### src/rtl/pc_fetch_unit.sv
// pc_fetch_unit: program counter plus instruction fetch with one outstanding imem request and a one-entry decode register.
// Latency: instr_valid rises the cycle after the request cycle that saw imem_ack; S_BOOT adds one idle cycle after reset.
// Backpressure: instr_ready=0 or stall=1 holds instr/instr_pc and blocks the next request; branches and memory traffic ignore stall.
module pc_fetch_unit #(
  parameter logic [31:0] RESET_PC = 32'h0000_0000,
  parameter logic [31:0] PC_BIAS  = 32'd8
) (
  input  logic        clk,
  input  logic        reset,
  input  logic        stall,
  input  logic        branch_taken,
  input  logic [31:0] branch_pc,
  input  logic [31:0] branch_offset,
  output logic        imem_req,
  output logic [31:0] imem_addr,
  input  logic        imem_ack,
  input  logic [31:0] imem_rdata,
  output logic        instr_valid,
  output logic [31:0] instr,
  output logic [31:0] instr_pc,
  input  logic        instr_ready
);

  typedef enum logic [1:0] {
    S_BOOT = 2'd0,
    S_REQ  = 2'd1,
    S_DROP = 2'd2,
    S_HOLD = 2'd3
  } state_t;

  state_t      state;
  state_t      state_nxt;
  logic [31:0] pc;
  logic [31:0] target_sum;
  logic [31:0] branch_target;
  logic [31:0] fetch_pc;
  logic        in_req;
  logic        in_hold;
  logic        fetch_done;
  logic        handshake;
  logic        enter_req;

  // The shift stage already word-aligns the offset; the low bits are cleared
  // anyway so a misaligned branch_pc can never produce a misaligned fetch.
  assign target_sum    = branch_pc + PC_BIAS + branch_offset;
  assign branch_target = {target_sum[31:2], 2'b00};

  assign in_req  = (state == S_REQ);
  assign in_hold = (state == S_HOLD);

  // An ack that coincides with a branch belongs to the flushed path.
  assign fetch_done = in_req && imem_ack && !branch_taken;

  // Decode takes the word only when not stalled and not being flushed.
  assign handshake = in_hold && instr_ready && !stall && !branch_taken;

  // Address for a request that starts next cycle; a branch this cycle wins.
  assign fetch_pc = branch_taken ? branch_target : pc;

  // A new request begins when entering S_REQ from another state, or when a
  // branch lands on the ack cycle and S_REQ restarts at the target.
  assign enter_req = (state_nxt == S_REQ) && (!in_req || imem_ack);

  // State register; reset parks the FSM in S_BOOT
  always_ff @(posedge clk) begin
    if (reset) begin
      state <= S_BOOT;
    end else begin
      state <= state_nxt;
    end
  end

  // Next-state logic; a taken branch outranks both ack and the decode handshake
  always_comb begin
    state_nxt = state;
    unique case (state)
      S_BOOT: begin
        state_nxt = S_REQ;
      end
      S_REQ: begin
        if (branch_taken) begin
          // An unacked request cannot be withdrawn, so wait it out in S_DROP.
          state_nxt = imem_ack ? S_REQ : S_DROP;
        end else if (imem_ack) begin
          state_nxt = S_HOLD;
        end
      end
      S_DROP: begin
        if (imem_ack) begin
          state_nxt = S_REQ;
        end
      end
      S_HOLD: begin
        if (branch_taken || handshake) begin
          state_nxt = S_REQ;
        end
      end
      default: begin
        state_nxt = S_BOOT;
      end
    endcase
  end

  // Moore output: the memory request stays up until its ack, even when the data will be dropped
  always_comb begin
    imem_req = 1'b0;
    unique case (state)
      S_REQ, S_DROP: imem_req = 1'b1;
      default:       imem_req = 1'b0;
    endcase
  end

  // Program counter: branch target has priority over the post-fetch increment
  always_ff @(posedge clk) begin
    if (reset) begin
      pc <= RESET_PC;
    end else if (branch_taken) begin
      pc <= branch_target;
    end else if (fetch_done) begin
      pc <= pc + 32'd4;
    end
  end

  // Request address is captured once at request start and held until the ack
  always_ff @(posedge clk) begin
    if (reset) begin
      imem_addr <= 32'd0;
    end else if (enter_req) begin
      imem_addr <= fetch_pc;
    end
  end

  // Decode register: load on a clean ack, clear on handshake or flush, otherwise hold
  always_ff @(posedge clk) begin
    if (reset) begin
      instr_valid <= 1'b0;
      instr       <= 32'd0;
      instr_pc    <= 32'd0;
    end else begin
      if (fetch_done) begin
        instr    <= imem_rdata;
        instr_pc <= imem_addr;
      end
      if (branch_taken) begin
        instr_valid <= 1'b0;
      end else if (fetch_done) begin
        instr_valid <= 1'b1;
      end else if (handshake) begin
        instr_valid <= 1'b0;
      end
    end
  end

endmodule

### config.mk
export PLATFORM = sky130hd
export DESIGN_NAME = pc_fetch_unit
export DESIGN_NICKNAME = d
export VERILOG_FILES = /design/src/rtl/pc_fetch_unit.sv
export SDC_FILE = /design/constraint.sdc
export NUM_CORES = 1
export LEC_CHECK = 0
export CORE_ASPECT_RATIO = 1.75
export CORE_MARGIN = 4
export CORE_UTILIZATION = 49
export DETAILED_ROUTE_END_ITERATION = 12
export PLACE_DENSITY = 0.81
export SLEW_MARGIN = 10
export SYNTH_ARGS = -nofsm -noshare
export SYNTH_HDL_FRONTEND = slang
export SYNTH_SLANG_ARGS = --single-unit
### constraint.sdc
create_clock -name clk -period 4.1 [get_ports clk]
set_clock_uncertainty 0.2 [all_clocks]
set_input_delay 0.615 -clock clk [delete_from_list [all_inputs] [get_ports clk]]
set_output_delay 0.615 -clock clk [all_outputs]
set_load 0.02 [all_outputs]
* Word level (Yosys, flattened, before mapping)
Index checks and enable logic that the tools add are counted.
Storage, ports and cells: register bits 131, output and inout port bits 98, bits of input ports 102
Cells by class: reduce and logical (&&, ||, !) cells 16, equal/unequal tests 4, $add $sub $neg 3, muxes and demuxes 12
Operators with widths (count):
- 2-to-1 mux 32 bit | 3
- adder 32 x 3 -> 32 bit, second input constant | 1
- adder 32 bit | 1
- adder 32 x 4 -> 32 bit, second input constant | 1
- 2-to-1 mux 2 bit | 5
- one-hot mux 2 bit (4 select lines) | 1
- logical AND 1 bit | 6
- equality test 2 x 1 -> 1 bit, second input constant | 2
- equality test 2 bit, second input constant | 2
- nonzero test 2 bit | 2
- OR reduction 2 bit | 2
- zero test 1 bit | 3
- 2-to-1 mux 1 bit | 3
- zero test 2 bit | 1
- logical OR 1 bit | 2

* Depth between registers and ports, before layout
Gate-level depths: netlist of run 1.
word-level depth 9, depth in mapped cells 12

* Worst setup path after synthesis of run 1
OpenSTA, ideal clock, no wires.
kind input to register, start input branch_pc[8], end register pc[29], arrival time 3223 ps, data required time 3784 ps, path slack 561 ps, stages on the path 10, buffers on the path 0, path through ha_1 > ha_1 > a21o_1 > a211o_1 > a221oi_4 > and2_4 > a21boi_2 > o41a_4 > a2111o_1 > o211a_1
On the way: longest elaborated chain between the ends 3
RTL lines:
- start, declared | line 12 | input logic [31:0] branch_pc,
- adder 32 x 4 -> 32 bit | line 45 | assign target_sum = branch_pc + PC_BIAS + branch_offset;
- adder 32 bit | line 45
- 2-to-1 mux 32 bit | line 117 | end else if (branch_taken) begin
- end signal, assigned | line 118 | pc <= branch_target;
- end signal, assigned | line 120 | pc <= pc + 32'd4;
- end, declared | line 33 | logic [31:0] pc;
No other way between the ends. A chain may end at the register's enable or synchronous reset.

* Worst setup path after layout of run 1
start input branch_pc[3], end register imem_addr[20]
On the way: longest elaborated chain between the ends 3
RTL lines:
- adder 32 x 4 -> 32 bit | line 45
- adder 32 bit | line 45
- 2-to-1 mux 32 bit | line 58 | assign fetch_pc = branch_taken ? branch_target : pc;
- end signal, assigned | line 129 | imem_addr <= fetch_pc;
- end, declared | line 15 | output logic [31:0] imem_addr,
No other way between the ends.

==> run summary, run 1 <==
status = finished clean
nets = 1297
die height = 170 um
# diodes = 0
DRC viols = 0
CP arrival = 3.74 ns
max-slew violation count = 0
register area share after synthesis = 34.0%
HPWL after DPL = 15200 um
initial antenna violation count = 0
DR vias = 7418
num ports = 200
Fin Setup TNS = 0 ns
# placed instances = 1293
endpoints failing setup = 0
Clock Sinks = 125
most common cell after layout, fill and taps aside = clkdlybuf4s50_1
worst path required time = 4.21 ns
WL/cell = 15.5 um
initial core utilization = 49.6%
Leakage = 0.00396 uW
final period utilization = 88.6%
multi-input logic area = 0.00457 mm^2
worst-skew pair later-pin latency = 0.41 ns
first-pass GRT wire length = 33000 um
First-pass DRT Iterations = 5
Max VDD drop = 0.267 mV
# hold bufs at CTS = 0
CTS Buffer Depth = 2
synthesized area per cell = 7.82 um^2
Tmin final = 3.63 ns
Post-CTS Resized = 0
CTS tree = built
die width = 101 um
mean number of vias per cell = 5.60
Post-synth EDFFs = 0
Post-synth ARST share = 0%
max_slew headroom = 47.0%
GR Util All Layers = 23.4%
Num CTS Buffers = 17
YS warnings = 0
Core Box Area = 0.0148 mm^2
CP Max Fanout = 3
Least-Margin Pin Slew = 0.794 ns
Clock Pin Slew Worst Setup and Hold Paths = 0.06 ns
Syn-to-layout area delta = 37.0%
Port Buffers = 195
Layout Cells excl Fill = 1325
GRT Residual Overflow = 0
Routed WL = 20500 um
Routed Antenna Nets = 0
HP Class = reg -> reg
MaxCap Viol Count = 0
pin count of the biggest net entering global routing = 77
final hold vios = 0
layout cells sized above 1 = 6.92%
post-synth cell types = 67
Fmax achieved = 275 MHz
H-tree levels = 4
placer's final routability congestion estimate = 0.971
Setup Slack @ Placement = 0.0479 ns
vias in the first global route = 7073
final setup margin = 0.469 ns
FF/Latch Area = 0.00250 mm^2
Mapped Area = 0.00736 mm^2
top_reg_cell synth = dfxtp_1
Core Util, Final = 68.0%
Mapped Cells = 942
unrepaired setup endpoints after global routing = false
Site Rows = 59
startpoint class of the critical path = input port
register bit total from synthesis = 125
most frequent cells in the layout = clkdlybuf4s50_1 (193), nand2_1 (187), dfxtp_1 (125)
Filler cells = 1256
DRT iter0 DRCs = 377
Post-CTS Setup Inserts = 0
Worst Setup End Kind = register
total die area = 0.0171 mm^2
Pwr Density = 389 mW/mm^2
WS Path Type = in -> reg
Root Buffer = clkbuf_16
area by class of cell:
type,instances,share of cell area [%]
clock inverter,13,1.17
multi-input combinational,739,45.3
timing repair buffer,220,21.1
inverter,26,0.967
clock buffer,19,4.39
tap,183,2.27
sequential,125,24.8
metal layers:
metal / GRT usage, % / up-vias / part of all wire [%]
met2: 43.4 / 279 / 53
met5: 0 / - / 0
met4: 8.39 / 0 / 2.2
li1: - / 3695 / -
met3: 4.80 / 37 / 6.1
met1: 25.8 / 3407 / 38
path summary, 6_finish.rpt:
check | slack, ns | to | from | depth (start not counted)
max | 0.47 | imem_addr[20] | branch_pc[3] | 15
min reg2reg | 0.25 | instr[15] | instr[15] | 2
min | 0.25 | instr[15] | instr[15] | 2
max reg2reg | 1.28 | pc[26] | state[0] | 7
registers in the layout (all words and copies together), names as in the netlist:
register / flops
instr: 32
pc: 30
state: 2
instr_pc: 30
imem_addr: 30
instr_valid: 1
per-stage QoR:
stage,power (uW),hold slack [ns],instance area [um^2]
floorplan,2090,0.256,7380
global placement,2520,0.240,9530
detailed placement,2540,0.247,9530
CTS,3950,0.255,10100
global route,4130,0.269,10100
finish,3930,0.251,10100
report_power, final:
| group | leakage [uW] | internal (uW) | switching (uW) |
|---|---|---|---|
| Combinational | 0.00267 | 507 | 601 |
| Sequential | 0.00102 | 1320 | 96.2 |
| Clock | 0.000273 | 851 | 552 |
kinds of logic after synthesis:
logic type | after synthesis | share of synthesized area [%]
AO/OA/AOI/OAI | 261 | 22.9
multiplexers | 8 | 1.09
XOR/XNOR | 45 | 5.35
other | 1 | 0.0509
AND/OR/NAND/NOR | 355 | 21.0
buffers and inverters | 81 | 4.35
flip-flops | 125 | 34.0
adder cells (fa/ha/maj) | 66 | 11.3
cell usage after synthesis (4+ instances only):
cell type | instances | area share [%]
a211oi_1 | 31 | 3.2
a21o_1 | 13 | 1.3
a21oi_1 | 122 | 8.3
a311oi_1 | 6 | 0.71
a31oi_1 | 7 | 0.59
and2_1 | 8 | 0.68
and3_1 | 10 | 0.85
and4_1 | 5 | 0.59
buf_4 | 4 | 0.41
clkbuf_1 | 48 | 2.4
dfxtp_1 | 125 | 34
ha_1 | 65 | 11
inv_1 | 25 | 1.3
mux2i_1 | 8 | 1.1
nand2_1 | 188 | 9.6
nand2b_1 | 6 | 0.51
nand3_1 | 28 | 1.9
nand4_1 | 9 | 0.76
nor2_1 | 69 | 3.5
nor3_1 | 13 | 0.88
o211ai_1 | 6 | 0.61
o21a_1 | 5 | 0.51
o21ai_0 | 23 | 1.6
o21ai_1 | 6 | 0.41
o31ai_1 | 4 | 0.41
or3_1 | 7 | 0.59
xnor2_1 | 24 | 2.9
xor2_1 | 21 | 2.5
critical path, cell delays in order:
cell and delay (ns):
clkdlybuf4s50_1 0.45, inv_1 0.04, ha_1 0.26, inv_1 0.04, ha_1 0.31, a21oi_1 0.22
o211ai_2 0.13, buf_4 0.16, a221oi_1 0.27, buf_4 0.17, o21ai_1 0.11, a221oi_1 0.35
xnor2_1 0.24, mux2i_1 0.13, a211oi_1 0.24
(Power assumes the default switching activity.)
==> run 2, diff against run 1 <==
--- a/config.mk
+++ b/config.mk
@@ -9,7 +9,8 @@
 export CORE_MARGIN = 4
 export CORE_UTILIZATION = 49
 export DETAILED_ROUTE_END_ITERATION = 12
-export PLACE_DENSITY = 0.81
+export MAX_ROUTING_LAYER = met4
+export PLACE_DENSITY_LB_ADDON = 0.1
 export SLEW_MARGIN = 10
 export SYNTH_ARGS = -nofsm -noshare
 export SYNTH_HDL_FRONTEND = slang
==> run 2 against run 1 <==
Sequential power barely moved; clock-buffer cell count fell by 2; final cell count fell by 0.15%; critical path depth fell by 1; fmax fell by 1.9%; sequential share of layout area fell by 0.064 points; power rose by 1.4%; largest cell class unchanged; highest routed layer unchanged.
==> run summary, run 2 (synthesis results as in run 1) <==
Routed WL = 19800 um
most flop-heavy register = instr
first-pass GRT wire length = 32000 um
mean number of vias per cell = 5.46
final period utilization = 90.3%
DRT iter0 DRCs = 392
pin count of the biggest net entering global routing = 63
startpoint class of the critical path = input port
Root Buffer = clkbuf_16
Least-Margin Pin Slew = 0.639 ns
most frequent cells in the layout = clkdlybuf4s50_1 (193), nand2_1 (187), dfxtp_1 (125)
Setup Slack @ Placement = -0.0293 ns
layout cells sized above 1 = 6.84%
max-slew violation count = 0
# diodes = 0
status = finished clean
HPWL after DPL = 14900 um
initial core utilization = 49.6%
WL/cell = 14.9 um
Post-CTS Setup Inserts = 0
Core Util, Final = 68.2%
H-tree levels = 4
DRC viols = 0
CTS Buffer Depth = 2
WS Path Type = in -> reg
worst-skew pair later-pin latency = 0.41 ns
total die area = 0.0171 mm^2
initial antenna violation count = 0
DR vias = 7225
design area = 0.0101 mm^2
final hold vios = 0
CP arrival = 3.77 ns
HP Class = reg -> reg
GR Util All Layers = 23.3%
Tmin final = 3.70 ns
die height = 170 um
placer's final routability congestion estimate = 0.982
worst path required time = 4.17 ns
Worst Setup End Kind = register
Routed Antenna Nets = 0
max FFs per register = 32
endpoints failing setup = 0
CTS tree = built
First-pass DRT Iterations = 5
Post-DP Area = 0.00952 mm^2
Syn-to-layout area delta = 37.3%
CP Max Fanout = 4
Site Rows = 59
num ports = 200
Pwr Density = 394 mW/mm^2
Clock Pin Slew Worst Setup and Hold Paths = 0.06 ns
Worst Setup SP = branch_pc[3]
# placed instances = 1291
# hold bufs at CTS = 0
max_slew headroom = 57.4%
min-delay src = instr_pc[18]
GRT Residual Overflow = 0
Max VDD drop = 0.304 mV
Fmax achieved = 270 MHz
vias in the first global route = 6824
MaxCap Viol Count = 0
Port Buffers = 195
final setup margin = 0.398 ns
Num CTS Buffers = 17
unrepaired setup endpoints after global routing = false
Layout Cells excl Fill = 1323
Leakage = 0.00397 uW
most common cell after layout, fill and taps aside = clkdlybuf4s50_1
nets = 1295
die width = 101 um
Crit Reg-Reg Startpoint = state[1]
Clock Sinks = 125
Core Box Area = 0.0148 mm^2
Post-CTS Resized = 0
==> run 2: layout make-up <==
cell class | count | area [um^2]
well taps | 183 | 229
multi-input cells | 739 | 4570
fillers | 1305 | 4720
clock buffers | 17 | 425
repair buffers | 218 | 2130
flip-flops and latches | 125 | 2500
clock inverters | 15 | 164
inverters | 26 | 97.6
==> run 2: worst max-delay path: stages <==
cell,delay (ns)
clkdlybuf4s50_1,0.45
inv_1,0.04
ha_1,0.26
inv_1,0.04
ha_1,0.32
a21oi_1,0.23
o211ai_2,0.14
a41oi_1,0.37
a2111oi_2,0.12
buf_4,0.17
o21ai_2,0.25
o21ai_1,0.16
and3_1,0.20
a2111oi_0,0.41
==> run 2: per-stage QoR <==
stage	power [uW]	hold WS [ns]	TNS, ns
finish	3980	0.252	0
global route	4180	0.264	0
CTS	4010	0.253	0
detailed placement	2520	0.245	-0.0293
global placement	2510	0.240	0
floorplan	2090	0.256	0
==> run 2: final timing paths <==
path | endpoint | slack, ns | cells after the start
max | pc[26] | 0.40 | 14
min | instr_pc[18] | 0.25 | 2
max reg2reg | pc[26] | 1.43 | 9
min reg2reg | instr_pc[18] | 0.25 | 2
==> run 2: report_power, final <==
part           total (uW)  internal [uW]  switching [uW]
clock network        1480            904             572
logic                1100            500             595
registers            1410           1320            92.2
total                3980           2720            1260
==> run 2: routing by layer <==
metal / share of wire, % / global-route usage [%] / wire length, um / vias to the layer above
met5: 0 / - / 0 / -
met4: 1.7 / 8.09 / 346 / 0
li1: - / - / - / 3683
met2: 52 / 40.5 / 10300 / 217
met3: 5.9 / 4.35 / 1170 / 20
met1: 40 / 26.3 / 7970 / 3305
